==> src/rtl/reg_bus_pkg.sv <==
// Shared definitions for the 8-bit display register bus (writer and receiver).
// Address map, field count, sequencing states and small helper functions.
package reg_bus_pkg;

    localparam int NUM_FIELDS = 6;

    localparam logic [2:0] ADDR_SPEED    = 3'd0;
    localparam logic [2:0] ADDR_RTD      = 3'd1;
    localparam logic [2:0] ADDR_CAR_BAT  = 3'd2;
    localparam logic [2:0] ADDR_DISP_BAT = 3'd3;
    localparam logic [2:0] ADDR_GPS      = 3'd4;
    localparam logic [2:0] ADDR_ERR      = 3'd5;
    localparam logic [2:0] ADDR_CSUM     = 3'd7;

    typedef enum logic [2:0] {
        IDLE,
        SETUP,
        STROBE,
        HOLD,
        CSUM,
        FIN
    } state_t;

    // Index of the lowest set bit; 0 when the mask is empty.
    function automatic logic [2:0] lowest_idx(input logic [NUM_FIELDS-1:0] m);
        lowest_idx = 3'd0;
        for (int i = NUM_FIELDS - 1; i >= 0; i--) begin
            if (m[i]) lowest_idx = 3'(i);
        end
    endfunction

    function automatic int max3(input int a, input int b, input int c);
        int m;
        m = (a > b) ? a : b;
        return (m > c) ? m : c;
    endfunction

endpackage

==> src/rtl/bus_cycle_timer.sv <==
// Sequences one register write cycle: SETUP -> STROBE -> HOLD with a shared
// down-counter. 'go' starts a cycle (also back-to-back on 'last'); 'last' flags the final HOLD cycle.
module bus_cycle_timer
    import reg_bus_pkg::*;
#(
    parameter int SETUP_CYC  = 2,
    parameter int STROBE_CYC = 3,
    parameter int HOLD_CYC   = 1
) (
    input  logic clk,
    input  logic rst_n,
    input  logic go,
    output logic write,
    output logic last
);

    localparam int CNT_W = $clog2(max3(SETUP_CYC, STROBE_CYC, HOLD_CYC)) + 1;

    state_t           phase_reg;
    logic [CNT_W-1:0] cnt_reg;
    logic             write_reg;

    assign last  = (phase_reg == HOLD) && (cnt_reg == '0);
    assign write = write_reg;

    always_ff @(posedge clk) begin
        if (!rst_n) begin
            phase_reg <= IDLE;
            cnt_reg   <= '0;
            write_reg <= 1'b0;
        end else if (go) begin
            phase_reg <= SETUP;
            cnt_reg   <= CNT_W'(SETUP_CYC - 1);
            write_reg <= 1'b0;
        end else begin
            case (phase_reg)
                SETUP: begin
                    if (cnt_reg == '0) begin
                        phase_reg <= STROBE;
                        cnt_reg   <= CNT_W'(STROBE_CYC - 1);
                        write_reg <= 1'b1;
                    end else begin
                        cnt_reg <= cnt_reg - 1'b1;
                    end
                end
                STROBE: begin
                    if (cnt_reg == '0) begin
                        phase_reg <= HOLD;
                        cnt_reg   <= CNT_W'(HOLD_CYC - 1);
                        write_reg <= 1'b0;
                    end else begin
                        cnt_reg <= cnt_reg - 1'b1;
                    end
                end
                HOLD: begin
                    if (cnt_reg == '0) phase_reg <= IDLE;
                    else               cnt_reg   <= cnt_reg - 1'b1;
                end
                default: phase_reg <= IDLE;
            endcase
        end
    end

endmodule

==> src/rtl/reg_bus_writer.sv <==
// Snapshots a telemetry frame and replays it as timed writes on the display register bus.
// Optional checksum write to address 7 is enabled by defining REG_BUS_CHECKSUM_EN.
module reg_bus_writer
    import reg_bus_pkg::*;
#(
    parameter int SETUP_CYC  = 2,
    parameter int STROBE_CYC = 3,
    parameter int HOLD_CYC   = 1
) (
    input  logic       Clk,
    input  logic       Reset_n,
    input  logic       start,
    input  logic [5:0] field_mask,
    input  logic [7:0] speed,
    input  logic       ready_to_drive,
    input  logic [7:0] car_battery,
    input  logic [7:0] disp_battery,
    input  logic [1:0] gps_status,
    input  logic [7:0] err_code,
    output logic [7:0] port_out,
    output logic [2:0] addr_out,
    output logic       write_out,
    output logic       busy,
    output logic       done
);

`ifdef REG_BUS_CHECKSUM_EN
    localparam bit CSUM_ON = 1'b1;
    logic [7:0] csum_reg;
`else
    localparam bit CSUM_ON = 1'b0;
`endif

    logic [NUM_FIELDS-1:0][7:0] fields_in;
    logic [NUM_FIELDS-1:0][7:0] fields_reg;
    logic [NUM_FIELDS-1:0]      remain_reg;
    state_t                     state_reg;
    logic [2:0]                 addr_reg;
    logic [7:0]                 port_reg;
    logic                       busy_reg;
    logic                       done_reg;
    logic                       go;
    logic                       last;
    logic                       strobe;
    logic [2:0]                 first_idx;
    logic [2:0]                 next_idx;

    assign fields_in[ADDR_SPEED]    = speed;
    assign fields_in[ADDR_RTD]      = {7'b0, ready_to_drive};
    assign fields_in[ADDR_CAR_BAT]  = car_battery;
    assign fields_in[ADDR_DISP_BAT] = disp_battery;
    assign fields_in[ADDR_GPS]      = {6'b0, gps_status};
    assign fields_in[ADDR_ERR]      = err_code;

    assign first_idx = lowest_idx(field_mask);
    assign next_idx  = lowest_idx(remain_reg);

    // SETUP covers a whole field cycle here; its sub-phases are tracked by the timer.
    always_comb begin
        go = 1'b0;
        case (state_reg)
            IDLE:    go = start && ((field_mask != '0) || CSUM_ON);
            SETUP:   go = last && ((remain_reg != '0) || CSUM_ON);
            default: go = 1'b0;
        endcase
    end

    bus_cycle_timer #(
        .SETUP_CYC  (SETUP_CYC),
        .STROBE_CYC (STROBE_CYC),
        .HOLD_CYC   (HOLD_CYC)
    ) u_timer (
        .clk   (Clk),
        .rst_n (Reset_n),
        .go    (go),
        .write (strobe),
        .last  (last)
    );

    always_ff @(posedge Clk) begin
        if (!Reset_n) begin
            state_reg  <= IDLE;
            fields_reg <= '0;
            remain_reg <= '0;
            addr_reg   <= '0;
            port_reg   <= '0;
            busy_reg   <= 1'b0;
            done_reg   <= 1'b0;
`ifdef REG_BUS_CHECKSUM_EN
            csum_reg   <= '0;
`endif
        end else begin
            done_reg <= 1'b0;
            case (state_reg)
                IDLE: begin
                    if (start) begin
                        fields_reg <= fields_in;
                        if (field_mask != '0) begin
                            state_reg  <= SETUP;
                            busy_reg   <= 1'b1;
                            addr_reg   <= first_idx;
                            port_reg   <= fields_in[first_idx];
                            remain_reg <= field_mask & (field_mask - 1'b1);
`ifdef REG_BUS_CHECKSUM_EN
                            csum_reg   <= fields_in[first_idx];
`endif
                        end else begin
                            remain_reg <= '0;
`ifdef REG_BUS_CHECKSUM_EN
                            state_reg  <= CSUM;
                            busy_reg   <= 1'b1;
                            addr_reg   <= ADDR_CSUM;
                            port_reg   <= 8'h00;
`else
                            state_reg  <= FIN;
                            done_reg   <= 1'b1;
`endif
                        end
                    end
                end
                SETUP: begin
                    if (last) begin
                        if (remain_reg != '0) begin
                            addr_reg   <= next_idx;
                            port_reg   <= fields_reg[next_idx];
                            remain_reg <= remain_reg & (remain_reg - 1'b1);
`ifdef REG_BUS_CHECKSUM_EN
                            csum_reg   <= csum_reg ^ fields_reg[next_idx];
`endif
                        end else begin
`ifdef REG_BUS_CHECKSUM_EN
                            state_reg <= CSUM;
                            addr_reg  <= ADDR_CSUM;
                            port_reg  <= csum_reg;
`else
                            state_reg <= FIN;
                            done_reg  <= 1'b1;
                            busy_reg  <= 1'b0;
                            addr_reg  <= '0;
                            port_reg  <= '0;
`endif
                        end
                    end
                end
`ifdef REG_BUS_CHECKSUM_EN
                CSUM: begin
                    if (last) begin
                        state_reg <= FIN;
                        done_reg  <= 1'b1;
                        busy_reg  <= 1'b0;
                        addr_reg  <= '0;
                        port_reg  <= '0;
                    end
                end
`endif
                FIN:     state_reg <= IDLE;
                default: state_reg <= IDLE;
            endcase
        end
    end

    assign port_out  = port_reg;
    assign addr_out  = addr_reg;
    assign write_out = strobe;
    assign busy      = busy_reg;
    assign done      = done_reg;

endmodule

==> config.mk <==
export PLATFORM = sky130hd
export DESIGN_NAME = reg_bus_writer
export DESIGN_NICKNAME = d
export VERILOG_FILES = /design/src/rtl/reg_bus_pkg.sv /design/src/rtl/bus_cycle_timer.sv /design/src/rtl/reg_bus_writer.sv
export SDC_FILE = /design/constraint.sdc
export NUM_CORES = 1
export LEC_CHECK = 0
export CORE_UTILIZATION = 50
export CTS_BUF_LIST = sky130_fd_sc_hd__clkbuf_4
export DETAILED_ROUTE_END_ITERATION = 16
export GPL_TIMING_DRIVEN = 0
export PLACE_DENSITY_LB_ADDON = 0.05
export SLEW_MARGIN = 15
export SYNTH_ARGS = -nofsm -noshare
export SYNTH_HDL_FRONTEND = slang
export SYNTH_SLANG_ARGS = --single-unit
==> constraint.sdc <==
create_clock -name Clk -period 5.15 [get_ports Clk]
set_input_delay 0.7725 -clock Clk [delete_from_list [all_inputs] [get_ports Clk]]
set_output_delay 0.7725 -clock Clk [all_outputs]
set_load 0.01 [all_outputs]
==> results summary <==
The floorplan has 29 rows. The time the final worst path needs with I/O delays and setup is roughly 2900 ps. Setup violations remaining at the end of the flow were counted as 0.

After technology mapping, the gate count stands at between 400 and 500. The number of synthesized flops with an enable pin is 0. The post-route DRC violation count came out at 0.

The number of vias per cell came out at between 5 and 6. Traced cell by cell, the critical path runs through clkdlybuf4s50_1, clkbuf_1, o21ai_1, mux2i_1, o211ai_1, a32o_1, a32o_1. The clock network accounts for approximately 29% of the total power. The clock root buffer master is sky130_fd_sc_hd__clkbuf_4. The most common cell type on the critical path is sky130_fd_sc_hd__a32o_1. The largest buffer count on any clock path came out at 2. The pin count of the biggest net entering global routing is 11. The area enclosed by the die boundary is around 7000 µm². The routed wire length per instance came out at 18.4 µm. For this design, the sink count on the clock tree is slightly below 60. In this run the worst path has a maximum fanout of 10. For the worst-skew pair, the clock arrives at the later sink with an insertion delay of around 420 ps. The count of input and output buffers is between 50 and 60. The starting utilization of the core area is between 50% and 60%. The routability congestion estimate came out at ~0.97. The internal cell power is between 0.0007 and 0.0008 W. After synthesis, flip-flops and latches occupy a little over a third of the total area. The number of buffers added to fix hold violations after cts came out at 0. The wire length of the first global-routing pass is between 15 and 20 mm. The number of antenna violations at the first check in global routing came out at 0. The worst-case IR drop observed on VDD is 155 µV.

The count of different cell masters after synthesis came out at just under 60. The flow ran to the end, and the final reports show no timing, DRC or antenna violations. The leftover overflow at the end of global routing is 0. The die span in x came out at 83.8 µm. In the synthesized netlist the dominant register cell turns out to be sky130_fd_sc_hd__dfxtp_1.

The clock tree from TritonCTS is built. The fraction of power consumed by sequential logic is ~45%. The cell type of the slowest stage on the worst timing path is sky130_fd_sc_hd__o21ai_1. The cell area that synthesis handed to floorplanning was about 3300 µm². The cell type with the highest aggregate area in the netlist is sky130_fd_sc_hd__dfxtp_1. The area used by multi-input combinational logic came out at 1950 µm². The worst min-delay path category is flop to flop.

The worst hold margin is about 470 ps. The violation count after the first detailed-routing iteration is around 250. The count of boundary I/O pins came out at just under 60. The required time at the endpoint of the critical path is 5460 ps. The power density over cell area came out at ~280 nW/µm². The switching power share of the total came out at 32.0%.

The post-layout total power is roughly 0.0011 W. The H-tree level count is 3. When the netlist entered floorplanning its net count stood at about 480. After the last flow step, the layout net total stands at roughly 540. In this run the biggest area consumer among cell types represents between 30% and 40% of the synthesized area. The arrival time at the worst endpoint came out at ~3200 ps.

In this run the remaining antenna-violating nets after routing total 0. The final setup slack of the worst path came out at around 2200 ps. The quantity of gates resized following cts is 0. Combinational cells account for about a quarter of the total power. The post-route setup TNS came out at 0 ps. STA classifies the critical path endpoint as a flop.

The finished cells cover a little over 4000 µm². The total wire length after detailed routing is between 10 and 15 mm. The number of iterations in the first detailed-routing pass came out at 5.

The placement-stage worst setup slack came out at roughly 1800 ps. The slew of the pin with the lowest slew margin came out at ~1100 ps. The fill cell instance count of the final layout is roughly 600. The area used by sequential logic in the layout is between 1000 and 1500 µm². The max-slew violation count came to 0. The count of endpoints failing hold in the final timing report came out at 0. The layout overhead on the synthesized area came out at 23.0%. In this run the power spent charging and discharging nets is about 0.00036 W. The via count of the first global-routing pass came out at around 3,200. The share of the clock period used by the worst path is between 50 and 60%. The HPWL reported at the end of detailed placement came out at approximately 7.6 mm. Timing would allow up to roughly 340 MHz. The number of antenna cells inserted is 0. The count of maximum capacitance violations is 0. The setup skew after layout is between 10 and 15 ps. In this run the tightest slew margin relative to its limit is approximately 29%. The number of flip-flops in the largest register came out at 33. The register bit count reported by yosys came out at slightly below 60. The mean cell area of the mapped netlist is a little under 8 µm². The total number of yosys warnings came out at 0. The placed cell area is 3980 µm². The die is 83.8 µm tall. The total routing resource utilization after global routing came out at 31.2%.

Summing over every cut layer, the via total after detailed routing is between 3,000 and 4,000. Summed over all cells, the static leakage comes to approximately 1.6 nW. The number of buffers added for setup after CTS is 0.

The share of synthesized registers carrying an async set or reset came out at 0%. On the worst path, the slowest cell contributes a delay of around 870 ps. The worst setup path is launched from an input port. The total area inside the core boundary comes to ~6400 µm². The share of post-route cells with drive strength above 1 came out at roughly 8.1%.

After clock tree synthesis, the clock-pin slew on the worst setup and hold paths is ~100 ps. The total clock buffers created by CTS came out at 9. Setup repair after global routing left no endpoint under its margin.

The type of the worst setup path is input port to flop. Sorting the synthesized cells by area gives the leading types as sky130_fd_sc_hd__dfxtp_1 (35%), sky130_fd_sc_hd__nand2_1 (9.9%), sky130_fd_sc_hd__a21boi_0 (8.5%).
worst max-delay path: cells and delay by family:
kind | cells | cell delay (ps)
buffers and inverters | 2 | 670
AO/OA/AOI/OAI | 4 | 1500
multiplexers | 1 | 260
routing by layer:
metal	track usage, %	wire [µm]
met1	42.4	4780
met2	49.3	4800
met3	4.45	663
met4	13.9	278
met5	0	0
cell families (layout without fill, tap and decap cells):
group                      after synthesis  after routing  synth area share [%]
and+or+nand+nor                        165            165                  22.6
DFF                                     59             59                  35.3
AOI/OAI and AO/OA                      144            144                  29.7
buffers and inverters                   41            110                  6.43
muxes                                   12             12                  3.70
adders and majority gates                6              6                  2.24
through the flow:
| stage | instances | util, % |
|---|---|---|
| after floorplan | 427 | - |
| after global placement | 558 | 62.3 |
| after detailed placement | 558 | 62.3 |
| after CTS | 573 | 64.3 |
| after global routing | 573 | 64.4 |
| final | 573 | 64.4 |
worst paths after layout:
check | from | end | slack (ps) | cells after the start
worst min-delay path | fields_reg[32] | fields_reg[32] | 470 | 2
worst max-delay path | field_mask[2] | port_out[4] | 2240 | 7
worst max register to register | u_timer.cnt_reg[0] | port_out[2] | 2690 | 11
worst min register to register | fields_reg[32] | fields_reg[32] | 470 | 2
power groups by stage:
stage	clock, W	sequential, W	combinational, W
final	0.000326	0.000509	0.000296
after detailed placement	0	0.000519	0.000290
after floorplan	0	0.000518	0.000173
after global placement	0	0.000519	0.000287
after global routing	0.000347	0.000513	0.000322
after CTS	0.000328	0.000509	0.000291
synth_stat cells (6+ instances only):
master                     number
sky130_fd_sc_hd__a21boi_0      38
sky130_fd_sc_hd__nor2b_1        8
sky130_fd_sc_hd__buf_6          6
sky130_fd_sc_hd__ha_1           6
sky130_fd_sc_hd__a21oi_1       26
sky130_fd_sc_hd__dfxtp_1       59
sky130_fd_sc_hd__nand2_1       88
sky130_fd_sc_hd__mux2i_1        9
sky130_fd_sc_hd__inv_1         14
sky130_fd_sc_hd__o21ai_0       29
sky130_fd_sc_hd__nand3_1        7
sky130_fd_sc_hd__nor2_1        33
sky130_fd_sc_hd__nor3_1         8
sky130_fd_sc_hd__clkbuf_1      16
placed cells by master, fill, tap and decap left out, types with 2 or more instances in the layout:
cell                              count
sky130_fd_sc_hd__a221oi_1             3
sky130_fd_sc_hd__a31oi_1              4
sky130_fd_sc_hd__buf_2                2
sky130_fd_sc_hd__mux2_2               3
sky130_fd_sc_hd__nor3b_1              2
sky130_fd_sc_hd__nand3_1              7
sky130_fd_sc_hd__o221ai_1             2
sky130_fd_sc_hd__clkdlybuf4s50_1     54
sky130_fd_sc_hd__a22oi_1              4
sky130_fd_sc_hd__a21oi_1             26
sky130_fd_sc_hd__a21boi_0            38
sky130_fd_sc_hd__o211a_1              2
sky130_fd_sc_hd__nor2_1              33
sky130_fd_sc_hd__clkbuf_1            16
sky130_fd_sc_hd__nand2_1             88
sky130_fd_sc_hd__o22ai_1              2
sky130_fd_sc_hd__a32oi_1              3
sky130_fd_sc_hd__mux2i_1              9
sky130_fd_sc_hd__buf_6                6
sky130_fd_sc_hd__clkbuf_4            11
sky130_fd_sc_hd__a21o_1               5
sky130_fd_sc_hd__o311ai_0             3
sky130_fd_sc_hd__o21ai_0             29
sky130_fd_sc_hd__nor3_1               8
sky130_fd_sc_hd__o211ai_1             4
sky130_fd_sc_hd__a211oi_1             2
sky130_fd_sc_hd__inv_1               14
sky130_fd_sc_hd__nand2b_1             5
sky130_fd_sc_hd__ha_1                 6
sky130_fd_sc_hd__clkinv_1             2
sky130_fd_sc_hd__o21a_1               2
sky130_fd_sc_hd__dfxtp_1             59
sky130_fd_sc_hd__a32o_1               4
sky130_fd_sc_hd__nor2b_1              8
area by class of cell:
type	count	area share [%]
Sequential cell	59	28.7
Timing Repair Buffer	54	13.1
Buffer	27	3.95
Multi-Input combinational cell	327	47.5
Clock buffer	11	2.01
Tap cell	77	2.34
Inverter	14	1.28
Clock inverter	4	1.03
(Power assumes the default switching activity.)
